## src/rtl/instr_encoder_loader.sv

```systemverilog
// ---------------------------------------------------------------------------
// instr_encoder_loader
//
// Packs decoded instruction fields back into 32-bit RISC-V instruction words.
// The block is the inverse of the immediate generator. It handles four
// formats: LD (I-type), SD (S-type), BRANCH (B-type) and R-type.
// Each bundle's immediate is range-checked. Good words are streamed, with
// incrementing byte addresses, to an instruction-memory write port.
// Bundles whose immediate does not fit are consumed and counted as errors.
//
// Parameters
//   BASE_ADDR  byte address of the first emitted word
//   MAX_WORDS  good words accepted before the block stops (>= 1)
//   CNT_W      counter width; must be able to hold MAX_WORDS
//
// Ports
//   clk, rst          rising-edge clock, asynchronous active-high reset
//   start             pulse that moves IDLE -> RUN
//   clear             synchronous restart to IDLE, overrides all other inputs
//   in_valid/in_ready field bundle handshake
//   in_fmt            0=I(LD) 1=S(SD) 2=B(BRANCH) 3=R
//   in_rd/rs1/rs2     register fields
//   in_funct3/funct7  function fields (funct7 used by R only)
//   in_imm            signed immediate (byte offset for B)
//   out_valid/ready   memory write handshake
//   out_word          encoded instruction
//   out_addr          BASE_ADDR + 4 * words written
//   count             words written (output handshakes)
//   err               sticky flag, set when any bundle has been rejected
//   err_cnt           rejected bundles, saturating at 255
//   done              FULL state reached and output register drained
// ---------------------------------------------------------------------------
module instr_encoder_loader #(
    parameter logic [31:0] BASE_ADDR = 32'h0,
    parameter int          MAX_WORDS = 256,
    parameter int          CNT_W     = 9
) (
    input  logic             clk,
    input  logic             rst,
    input  logic             start,
    input  logic             clear,
    input  logic             in_valid,
    output logic             in_ready,
    input  logic [1:0]       in_fmt,
    input  logic [4:0]       in_rd,
    input  logic [4:0]       in_rs1,
    input  logic [4:0]       in_rs2,
    input  logic [2:0]       in_funct3,
    input  logic [6:0]       in_funct7,
    input  logic [31:0]      in_imm,
    output logic             out_valid,
    input  logic             out_ready,
    output logic [31:0]      out_word,
    output logic [31:0]      out_addr,
    output logic [CNT_W-1:0] count,
    output logic             err,
    output logic [7:0]       err_cnt,
    output logic             done
);

    typedef enum logic [1:0] {
        ST_IDLE = 2'd0,
        ST_RUN  = 2'd1,
        ST_FULL = 2'd2
    } state_t;

    localparam logic [6:0] OPC_LOAD   = 7'b0000011;
    localparam logic [6:0] OPC_STORE  = 7'b0100011;
    localparam logic [6:0] OPC_BRANCH = 7'b1100011;
    localparam logic [6:0] OPC_OP     = 7'b0110011;

    // Index of the last good word; accepting it fills the program.
    localparam logic [CNT_W-1:0] LAST_IDX = CNT_W'(MAX_WORDS - 1);

    state_t            state_q, state_d;
    logic              out_valid_q, out_valid_d;
    logic [31:0]       out_word_q, out_word_d;
    logic [31:0]       out_addr_q, out_addr_d;
    logic [CNT_W-1:0]  count_q, count_d;
    logic [CNT_W-1:0]  acc_q, acc_d;
    logic              err_q, err_d;
    logic [7:0]        err_cnt_q, err_cnt_d;

    logic [31:0]       enc_word;
    logic              imm_ok;
    logic              fits_12;
    logic              fits_13;
    logic              xfer;
    logic              out_hs;

    // A 12-bit signed immediate fits when bits 31..11 are all sign copies.
    // A B-type offset needs bits 31..12 as sign copies and must be even,
    // because bit 0 is not encoded.
    assign fits_12 = (&in_imm[31:11]) | ~(|in_imm[31:11]);
    assign fits_13 = ((&in_imm[31:12]) | ~(|in_imm[31:12])) & ~in_imm[0];

    // Field packing; the opcode is implied by the format selector.
    always_comb begin
        enc_word = '0;
        imm_ok   = 1'b1;
        case (in_fmt)
            2'd0: begin
                enc_word = {in_imm[11:0], in_rs1, in_funct3, in_rd, OPC_LOAD};
                imm_ok   = fits_12;
            end
            2'd1: begin
                enc_word = {in_imm[11:5], in_rs2, in_rs1, in_funct3,
                            in_imm[4:0], OPC_STORE};
                imm_ok   = fits_12;
            end
            2'd2: begin
                enc_word = {in_imm[12], in_imm[10:5], in_rs2, in_rs1, in_funct3,
                            in_imm[4:1], in_imm[11], OPC_BRANCH};
                imm_ok   = fits_13;
            end
            default: begin
                enc_word = {in_funct7, in_rs2, in_rs1, in_funct3, in_rd, OPC_OP};
                imm_ok   = 1'b1;
            end
        endcase
    end

    // The output register may reload in the same cycle it drains,
    // which keeps throughput at one word per cycle.
    assign in_ready = (state_q == ST_RUN) && (!out_valid_q || out_ready);
    assign xfer     = in_valid && in_ready;
    assign out_hs   = out_valid_q && out_ready;

    // Next-state logic. Clear is applied last so that it wins over
    // everything else on the same edge, and any pending word is discarded.
    always_comb begin
        state_d     = state_q;
        out_valid_d = out_valid_q;
        out_word_d  = out_word_q;
        out_addr_d  = out_addr_q;
        count_d     = count_q;
        acc_d       = acc_q;
        err_d       = err_q;
        err_cnt_d   = err_cnt_q;

        if (out_hs) begin
            out_valid_d = 1'b0;
            count_d     = count_q + CNT_W'(1);
            out_addr_d  = out_addr_q + 32'd4;
        end

        if (xfer) begin
            if (imm_ok) begin
                out_valid_d = 1'b1;
                out_word_d  = enc_word;
                acc_d       = acc_q + CNT_W'(1);
                if (acc_q == LAST_IDX) begin
                    state_d = ST_FULL;
                end
            end else begin
                err_d = 1'b1;
                if (err_cnt_q != 8'hFF) begin
                    err_cnt_d = err_cnt_q + 8'd1;
                end
            end
        end

        if ((state_q == ST_IDLE) && start) begin
            state_d = ST_RUN;
        end

        if (clear) begin
            state_d     = ST_IDLE;
            out_valid_d = 1'b0;
            out_word_d  = '0;
            out_addr_d  = BASE_ADDR;
            count_d     = '0;
            acc_d       = '0;
            err_d       = 1'b0;
            err_cnt_d   = '0;
        end
    end

    always_ff @(posedge clk or posedge rst) begin
        if (rst) begin
            state_q     <= ST_IDLE;
            out_valid_q <= 1'b0;
            out_word_q  <= '0;
            out_addr_q  <= BASE_ADDR;
            count_q     <= '0;
            acc_q       <= '0;
            err_q       <= 1'b0;
            err_cnt_q   <= '0;
        end else begin
            state_q     <= state_d;
            out_valid_q <= out_valid_d;
            out_word_q  <= out_word_d;
            out_addr_q  <= out_addr_d;
            count_q     <= count_d;
            acc_q       <= acc_d;
            err_q       <= err_d;
            err_cnt_q   <= err_cnt_d;
        end
    end

    assign out_valid = out_valid_q;
    assign out_word  = out_word_q;
    assign out_addr  = out_addr_q;
    assign count     = count_q;
    assign err       = err_q;
    assign err_cnt   = err_cnt_q;
    assign done      = (state_q == ST_FULL) && !out_valid_q;

endmodule

```

## config.mk

```make
export PLATFORM = sky130hd
export DESIGN_NAME = instr_encoder_loader
export DESIGN_NICKNAME = d
export VERILOG_FILES = /design/src/rtl/instr_encoder_loader.sv
export SDC_FILE = /design/constraint.sdc
export NUM_CORES = 1
export LEC_CHECK = 0
export ABC_AREA = 1
export CAP_MARGIN = 10
export CORE_ASPECT_RATIO = 2
export CORE_MARGIN = 1.5
export CORE_UTILIZATION = 25
export DETAILED_ROUTE_END_ITERATION = 8
export GPL_ROUTABILITY_DRIVEN = 0
export PLACE_DENSITY = 0.49
export SETUP_SLACK_MARGIN = 0.15
export SYNTH_ARGS = -nofsm -noshare
export SYNTH_HDL_FRONTEND = slang
export SYNTH_SLANG_ARGS = --single-unit
```

## constraint.sdc

```tcl
create_clock -name clk -period 3.2 [get_ports clk]
set_input_delay 0.48 -clock clk [delete_from_list [all_inputs] [get_ports clk]]
set_output_delay 0.48 -clock clk [all_outputs]
set_load 0.02 [all_outputs]
```

======== Yosys cells after proc, flatten, opt, wreduce, memory -nomap -nowiden ========
Index checks and enable logic that the tools add are counted.
word-level totals
  output and inout port bits .............. 85
  word-level logic and storage cells ...... 78
  register bits ........................... 94
cells by class
  reductions and logical operators ........ 25
  mux-type cells .......................... 28
  add/subtract/negate cells ............... 4
  bitwise operators ....................... 6
  equal/unequal tests ..................... 7
operators by type and width
  kind                   count
  $mux 32                5
  $pmux 32 s3            1
  $mux 9                 5
  $add 32x3->32 const B  1
  $mux 8                 4
  $reduce_and 21->1      1
  $reduce_or 21->1       1
  $reduce_and 20->1      1
  $reduce_or 20->1       1
  $add 9x1->9 const B    2
  $mux 2                 5
  $eq 9x8->1 const B     1
  $reduce_bool 3->1      3
  $add 8x1->8 const B    1
  $ne 8x8->1 const B     1
  $reduce_bool 2->1      4
  $mux 1                 7
  $reduce_and 3->1       2
  $logic_and 1x1->1      5
  $eq 2x1->1 const B     2
  $eq 2x2->1 const B     2
  $logic_not 2->1        2
  $reduce_and 2->1       2
  $not 1->1              3
  7 further kinds        8

======== Longest topological paths before layout ========
Gate-level depths: netlist (run 1).
  depth after elaboration ................. 9
  mapped depth ............................ 14
  mapped depth without buffers ............ 13

======== Least setup slack after synthesis (run 1) ========
OpenSTA, ideal clock, no wires.
  path kind ............................... register -> register
  start point ............................. reg out_valid_q, in the netlist out_valid
  end point ............................... reg out_word_q[12], in the netlist out_word[12]
  required time ........................... 3.082 ns
  slack ................................... 1.400 ns
  library setup time ...................... 0.118 ns
  data arrival time ....................... 1.682 ns
  cell stages (with the launch flop) ...... 12
  path through ............................ dfrtp_1 -> inv_1 -> nor2_1 -> nor3_2 -> and2_1 -> buf_2 -> nand3_4 -> nand2_4 -> inv_2 -> buf_6 -> nand2_1 -> nand2_1
on the way
  word-level cells in the longest chain between the ends .. 6
RTL lines
  item                                RTL line  RTL
  from (decl)                         76        logic out_valid_q, out_valid_d;
  from (signal assigned)              191       out_valid_q <= out_valid_d;
  $logic_not 1->1                     125       assign in_ready = (state_q == ST_RUN) && (!out_valid_q || out_ready);
  $logic_or 1x1->1                    125
  $logic_and 1x1->1                   125
  net in_ready                        43        output logic in_ready,
  $logic_and 1x1->1                   126       assign xfer = in_valid && in_ready;
  $reduce_bool 2->1 (no source line)  -
  $reduce_and 2->1 (no source line)   -
  to (signal assigned)                192       out_word_q <= out_word_d;
  to (decl)                           77        logic [31:0] out_word_q, out_word_d;
The timed path passes the listed nets, and every way through them passes these cells.
A chain may end at the register's enable or synchronous reset.

======== Worst setup path after layout (run 1) ========
  start point ............................. in out_ready
  end point ............................... out in_ready
on the way
  word-level cells in the longest chain between the ends .. 2
RTL lines
  item               RTL line  RTL
  from (decl)        52        input logic out_ready,
  $logic_or 1x1->1   125
  $logic_and 1x1->1  125
  to (decl)          43
Every way passes these cells.

==> summary.md, run 1 <==
| Metric | Value |
|---|---|
| Post-synthesis register bit count | `between 80 and 90` |
| Die X | `106 um` |
| Post-DP Area | `6950 sq um` |
| Sequential area share after synthesis | `0.423` |
| Relative slew slack | `0.569` |
| Met1 Usage GRT | `0.165` |
| Die area | `between 20000 and 25000 sq um` |
| Core Footprint | `just over 20000 sq um` |
| # clock sinks | `89` |
| # DRC | `0` |
| Vias post-DR | `around 5200` |
| Overflow after GRT | `0` |
| Mapped Cells | `approximately 730` |
| Top-area cell type share of the netlist area | `0.423` |
| Max VDD drop | `0.000201 V` |
| Layout Skew | `0.00518 ns` |
| CTS root buf | `clkbuf_16` |
| Post-DP HPWL | `13900 um` |
| Pwr/cell area | `~380 nW/um^2` |
| RSZ-0062 raised after global routing | `no` |
| Flop2flop setup slack | `between 1 and 1.5 ns` |
| Post-synth top flop | `dfrtp_1` |
| Status | `finished clean` |
| Mean post-synth cell area | `around 7.2 sq um` |
| WP data arrival | `1.79 ns` |
| Synth area leaders | `dfrtp_1 42%, nand2_1 15%, nor2_1 6.3%, nand3_1 5.6%, inv_1 4.7%` |
| Nets | `around 940` |
| Achievable Freq | `441 MHz` |
| Setup crit end kind | `output pin` |
| Highest-count cells in the layout ignoring fill and taps | `215 x nand2_1, 144 x clkdlybuf4s50_1, 89 x nor2_1, 89 x dfrtp_1, 64 x inv_1` |
| Hold WC Path Type | `reg2reg` |
| Synthesis-to-layout area growth | `37.6%` |
| Vias/cell | `roughly 4.6` |
| PostCTS Resize Cnt | `0` |
| Clock Path Buffers | `2` |
| Yosys top cell by area | `dfrtp_1` |
| Max Cap Viol | `0` |
| Startpoint types | `input port` |
| CTS Buf Count | `9` |
| Fin Setup TNS | `0 ns` |
| Req. time, crit path | `about 2.7 ns` |
| Fin. Hold Viols | `0` |
| Total Routing Usage GR | `0.169` |
| Min Clock Period, post-route | `2.27 ns` |
| Die H | `between 200 and 250 um` |
| Worst slew pin tran | `0.645 ns` |
| Antenna Nets Post-Route | `0` |
| Total wire length | `~18000 um` |
| Cts-stage hold buffer count | `0` |
| Fin Hold WS | `around 0.47 ns` |
| # IOs | `150` |
| IO Port Bufs | `between 100 and 150` |
| Share of layout cells above drive strength 1 | `0.0538` |
| Post-DR wirelength/cell | `around 16 um` |
| GR Util met2 | `0.331` |
| Post-synth EDFFs | `0` |
| Fillers | `2226` |
| Diodes inserted | `0` |
| Worst setup path category | `in2out` |
| Final max-slew violation count | `0` |
| Max FO, Critical Path | `2` |
| Most common cell after layout, fill and taps aside | `nand2_1` |
| Final Cycle Share | `0.709` |
| Count of cell types in the netlist | `between 40 and 50` |
| Htree depth | `3` |
| Vias in the first global route | `5338` |
| # rows | `74` |
| Met3 usage | `0.0276` |
| Pleak | `about 3.2 nW` |
| Router iterations before antenna repair | `6` |
| Global-route wire length before repair | `around 29000 um` |
| Worst-Skew Late Latency | `0.35 ns` |
| Initial DRC count | `204` |
| Design area | `between 7000 and 8000 sq um` |
| Post CTS Setup Buffer Count | `0` |
| Yosys Warn Count | `0` |
| Asr flop ratio synth | `1.00` |
| Starting density of the core | `0.256` |
| Initial antenna violation count | `0` |
| CTS tree | `yes` |
| Mapped cell area | `approximately 5300 sq um` |
| CTS clk-pin slew, worst paths | `around 0.06 ns` |
| Pin count of the biggest net entering global routing | `51` |
| Busiest metal layer after global routing | `met2` |
| Setup Viol. Count Final | `0` |
-- area by class of cell --
cell class | count | area, sq um | share of cell area
flip-flops and latches | 89 | 2230 | 0.308
well taps | 266 | 333 | 0.0460
repair buffers | 154 | 1530 | 0.211
clock buffers | 13 | 250 | 0.0346
multi-input cells | 544 | 2590 | 0.358
inverters | 71 | 269 | 0.0372
clock inverters | 3 | 40.0 | 0.00553
-- worst paths after layout --
| check | from | end | depth (start not counted) |
|---|---|---|---|
| hold reg to reg | count[8]$_DFFE_PP0N_ | count[8]$_DFFE_PP0N_ | 1 |
| setup reg to reg | out_addr[21]$_DFFE_PP0N_ | out_addr[27]$_DFFE_PP0N_ | 9 |
| setup / recovery | out_ready | in_ready | 4 |
| hold / removal | count[8]$_DFFE_PP0N_ | count[8]$_DFFE_PP0N_ | 1 |
| max in group asynchronous | rst | err_cnt[1]$_DFFE_PP0P_ | 3 |
| min in group asynchronous | rst | count[8]$_DFFE_PP0N_ | 2 |
-- logic make-up (layout without fill, tap and decap cells) --
group	after synthesis	in the layout	share of synthesized area
AO/OA/AOI/OAI	70	70	0.0713
AND/OR/NAND/NOR	451	451	0.384
other	1	4	0.000713
adder cells (fa/ha/maj)	5	5	0.0119
XOR/XNOR	14	14	0.0233
flip-flops	89	89	0.423
buffers and inverters	99	241	0.0858
-- where the power goes --
part | internal [mW] | switching, mW
registers | 1.17 | 0.0421
logic | 0.209 | 0.265
clock network | 0.626 | 0.452
total | 2.01 | 0.759
-- Yosys cell counts (2+ instances only) --
| cell type | n |
|---|---|
| a21oi_1 | 32 |
| buf_2 | 7 |
| buf_4 | 5 |
| buf_6 | 4 |
| buf_8 | 2 |
| clkbuf_1 | 10 |
| dfrtp_1 | 89 |
| ha_1 | 5 |
| inv_1 | 66 |
| inv_2 | 4 |
| nand2_1 | 215 |
| nand2_2 | 4 |
| nand3_1 | 59 |
| nand3_2 | 3 |
| nand4_1 | 30 |
| nor2_1 | 89 |
| nor2_2 | 2 |
| nor3_1 | 26 |
| nor3_2 | 2 |
| nor3b_1 | 5 |
| nor4_1 | 3 |
| o21ai_0 | 28 |
| o21ai_1 | 2 |
| o31ai_1 | 2 |
| or2_0 | 2 |
| or2_2 | 2 |
| xnor2_1 | 2 |
| xor2_1 | 12 |
-- metal layers --
| metal | wire [um] | part of all wire |
|---|---|---|
| met1 | 6320 | 0.35 |
| met2 | 10200 | 0.57 |
| met3 | 717 | 0.040 |
| met4 | 720 | 0.040 |
| met5 | 0 | 0 |
-- metrics by stage --
stage	utilization	setup slack (ns)	power, mW	instances
floorplan	-	0.413	1.47	732
global placement	0.338	0.621	1.72	1124
detailed placement	0.338	0.590	1.72	1124
CTS	0.352	0.922	2.81	1140
global route	0.352	0.760	2.90	1140
finish	0.352	0.931	2.77	1140
-- sequential cells by signal, summed over array words and instances, names as in the netlist --
signal     flops
out_addr      30
out_word      29
acc_q          9
count          9
err_cnt        8
state_q        2
err            1
out_valid      1
-- critical path: stages --
cell and delay, ns:
clkdlybuf4s50_1 0.48, nor2_1 0.08, nor3_2 0.12, clkdlybuf4s50_1 0.62
(Power assumes the default switching activity.)
==> inputs of run 2 (changes only) <==
- clock period: 3.2 -> 2.3 ns (I/O delays scaled with it)
==> summary.md, run 2 (synthesis gave the netlist of run 1 again) <==
| Metric | Value |
|---|---|
| Sw power | `1.09 mW (+43%)` |
| CTS clk-pin slew, worst paths | `0.06 ns (about the same)` |
| Hold WC Path Type | `in2async` |
| Total Routing Usage GR | `0.169 (-0.000566)` |
| Max Cap Viol | `0 (unchanged)` |
| # DRC | `0 (unchanged)` |
| Starting density of the core | `0.256 (unchanged)` |
| Worst-Skew Late Latency | `0.34 ns (about the same)` |
| WL met1 | `6310 um (-0.17%)` |
| Fin cells | `1158 (+1.6%)` |
| Min Clock Period, post-route | `between 2 and 2.5 ns` |
| CTS Buf Count | `9 (unchanged)` |
| CP cell instances | `clkdlybuf4s50_1 -> nor2_1 -> nor3_2 -> clkdlybuf4s50_1` |
| Fillers | `2219 (-0.31%)` |
| # IOs | `150 (unchanged)` |
| Fin. Hold Viols | `0 (unchanged)` |
| Flop2flop setup slack | `0.42 ns (-0.74 ns)` |
| Power after layout | `4.20 mW (+52%)` |
| Clock Path Buffers | `2 (unchanged)` |
| Antenna Nets Post-Route | `0 (unchanged)` |
| Vias/cell | `4.60 (about the same)` |
| Fin Hold WS | `0.255 ns (-0.218 ns)` |
| Comb pwr share | `0.161 (-0.010)` |
| Final Cycle Share | `0.896` |
| Worst path max stage delay | `0.66 ns (+0.04 ns)` |
| Pwr/cell area | `562 nW/um^2 (+47%)` |
| Reg2Reg Depth | `9 (unchanged)` |
| # rows | `74 (unchanged)` |
| Achievable Freq | `around 490 MHz` |
| Startpoint types | `input port` |
| Most common cell after layout, fill and taps aside | `nand2_1` |
| Post-DP HPWL | `14000 um (+0.82%)` |
| Sequential share of power | `0.403 (-0.036)` |
| Die X | `106 um (unchanged)` |
| Overflow after GRT | `0 (unchanged)` |
| Setup Viol. Count Final | `0 (unchanged)` |
| Req. time, crit path | `1.96 ns (-0.76 ns)` |
| Worst setup path category | `in2out` |
| Worst r2r dst | `out_addr[27]$_DFFE_PP0N_` |
| PostCTS Resize Cnt | `0 (unchanged)` |
| Total wire length | `17900 um (-0.73%)` |
| Fin Setup TNS | `0 ns (unchanged)` |
| Cell-internal power | `3.11 mW (+55%)` |
| WP data arrival | `1.72 ns (-0.07 ns)` |
| Max VDD drop | `0.000263 V (+31%)` |
| CP max-delay cell | `clkdlybuf4s50_1` |
| Vias in the first global route | `5547 (+3.9%)` |
| Reg2Reg Launch Point | `out_addr[22]$_DFFE_PP0N_` |
| Relative slew slack | `0.625 (+0.0560)` |
| CTS root buf | `clkbuf_16` |
| Final max-slew violation count | `0 (unchanged)` |
| Layout Skew | `0.00899 ns (+0.00381 ns)` |
| Nets | `957 (+1.9%)` |
| Core Footprint | `20600 sq um (unchanged)` |
| Post CTS Setup Buffer Count | `0 (unchanged)` |
| Die area | `22000 sq um (unchanged)` |
| RSZ-0062 raised after global routing | `no` |
| Max FO, Critical Path | `2 (unchanged)` |
| Router iterations before antenna repair | `4 (-2)` |
| Synthesis-to-layout area growth | `42.0%` |
| Metal2 WL | `10300 um (+0.83%)` |
| Initial antenna violation count | `0 (unchanged)` |
| Pin count of the biggest net entering global routing | `47 (-7.8%)` |
| # clock sinks | `89 (unchanged)` |
| Clock power frac | `0.436 (+0.047)` |
| Die H | `208 um (unchanged)` |
| Initial DRC count | `171 (-16%)` |
| Pleak | `3.30 nW (+4.2%)` |
| Setup crit end kind | `output pin` |
| Number of flip-flops in the largest register | `30 (unchanged)` |
| WL met3 | `539 um (-25%)` |
| Top Layer Used | `met4` |
| Htree depth | `3 (unchanged)` |
| Post-DP Area | `7100 sq um (+2.1%)` |
| Diodes inserted | `0 (unchanged)` |
| Vias post-DR | `5322 (+1.6%)` |
| Highest-count cells in the layout ignoring fill and taps | `215 x nand2_1, 143 x clkdlybuf4s50_1, 89 x nor2_1, 89 x dfrtp_1, 64 x inv_1` |
| Design area | `7470 sq um (+3.2%)` |
| Share of layout cells above drive strength 1 | `0.0762 (+0.0225)` |
| Global-route wire length before repair | `28600 um (-0.17%)` |
| Worst slew pin tran | `0.562 ns (-0.0830 ns)` |
| Post-DR wirelength/cell | `15.4 um (-2.3%)` |
| Cts-stage hold buffer count | `0 (unchanged)` |
| CTS tree | `yes` |
| Status | `finished clean` |
| Net Sw Frac | `0.259 (-0.0150)` |
| IO Port Bufs | `145 (unchanged)` |
| Cell mode on critical path | `clkdlybuf4s50_1` |
| Placed insts | `1142 (+1.6%)` |
run 2: cell types whose count changed in the layout (fill, tap and decap cells not counted), sizes merged:
| cell | before | now |
|---|---|---|
| buf | 10 | 28 |
| clkbuf | 13 | 9 |
| clkinvlp | 0 | 4 |
| bufinv | 1 | 4 |
| clkinv | 3 | 1 |
| clkdlybuf4s50 | 144 | 143 |
| dlymetal6s2s | 0 | 1 |
| inv | 70 | 69 |
run 2: worst max-delay path by stage:
stage | from | slack, ns | endpoint | cells after the start
2_1_floorplan | out_valid$_DFF_PP0_ | 0.50 | out_word[12]$_DFFE_PP0P_ | 11
3_3_place_gp | in_imm[27] | 0.01 | out_word[14]$_DFFE_PP0P_ | 10
3_5_place_dp | in_imm[20] | -0.01 | out_word[31]$_DFFE_PP0P_ | 14
4_1_cts | out_valid$_DFF_PP0_ | 0.18 | done | 2
5_1_grt | out_valid$_DFF_PP0_ | 0.17 | in_ready | 4
6_report | out_ready | 0.24 | in_ready | 4
run 2: worst max-delay path, delay by kind of cell:
family                 cells  cell delay (ns)
and+or+nand+nor            2             0.20
buffers and inverters      2             1.17
run 2: metal layers:
metal,vias up,GRT usage
met3,32,0.0241
met5,-,0
met4,0,0.0946
met2,137,0.334
met1,2474,0.161
li1,2679,-
run 2: per-stage QoR:
stage	worst slack, ns	util
4_1_cts	0.180	0.363
5_1_grt	0.172	0.363
6_report	0.240	0.363
3_5_place_dp	-0.0144	0.345
3_3_place_gp	0.0127	0.345
2_1_floorplan	0.500	-
run 2: layout make-up:
type,instances,area [sq um],share of cell area
Clock buffer,9,225,0.0301
Clock inverter,7,143,0.0191
Timing Repair Buffer,172,1680,0.224
Sequential cell,89,2230,0.298
Multi-Input combinational cell,544,2590,0.347
Tap cell,266,333,0.0445
Inverter,71,273,0.0365
run 2: power groups by stage:
stage | Sequential [mW] | Clock (mW) | Combinational [mW]
floorplan | 1.78 | 0 | 0.275
global placement | 1.72 | 0 | 0.686
detailed placement | 1.72 | 0 | 0.687
CTS | 1.69 | 1.89 | 0.689
global route | 1.70 | 1.94 | 0.749
finish | 1.69 | 1.83 | 0.675
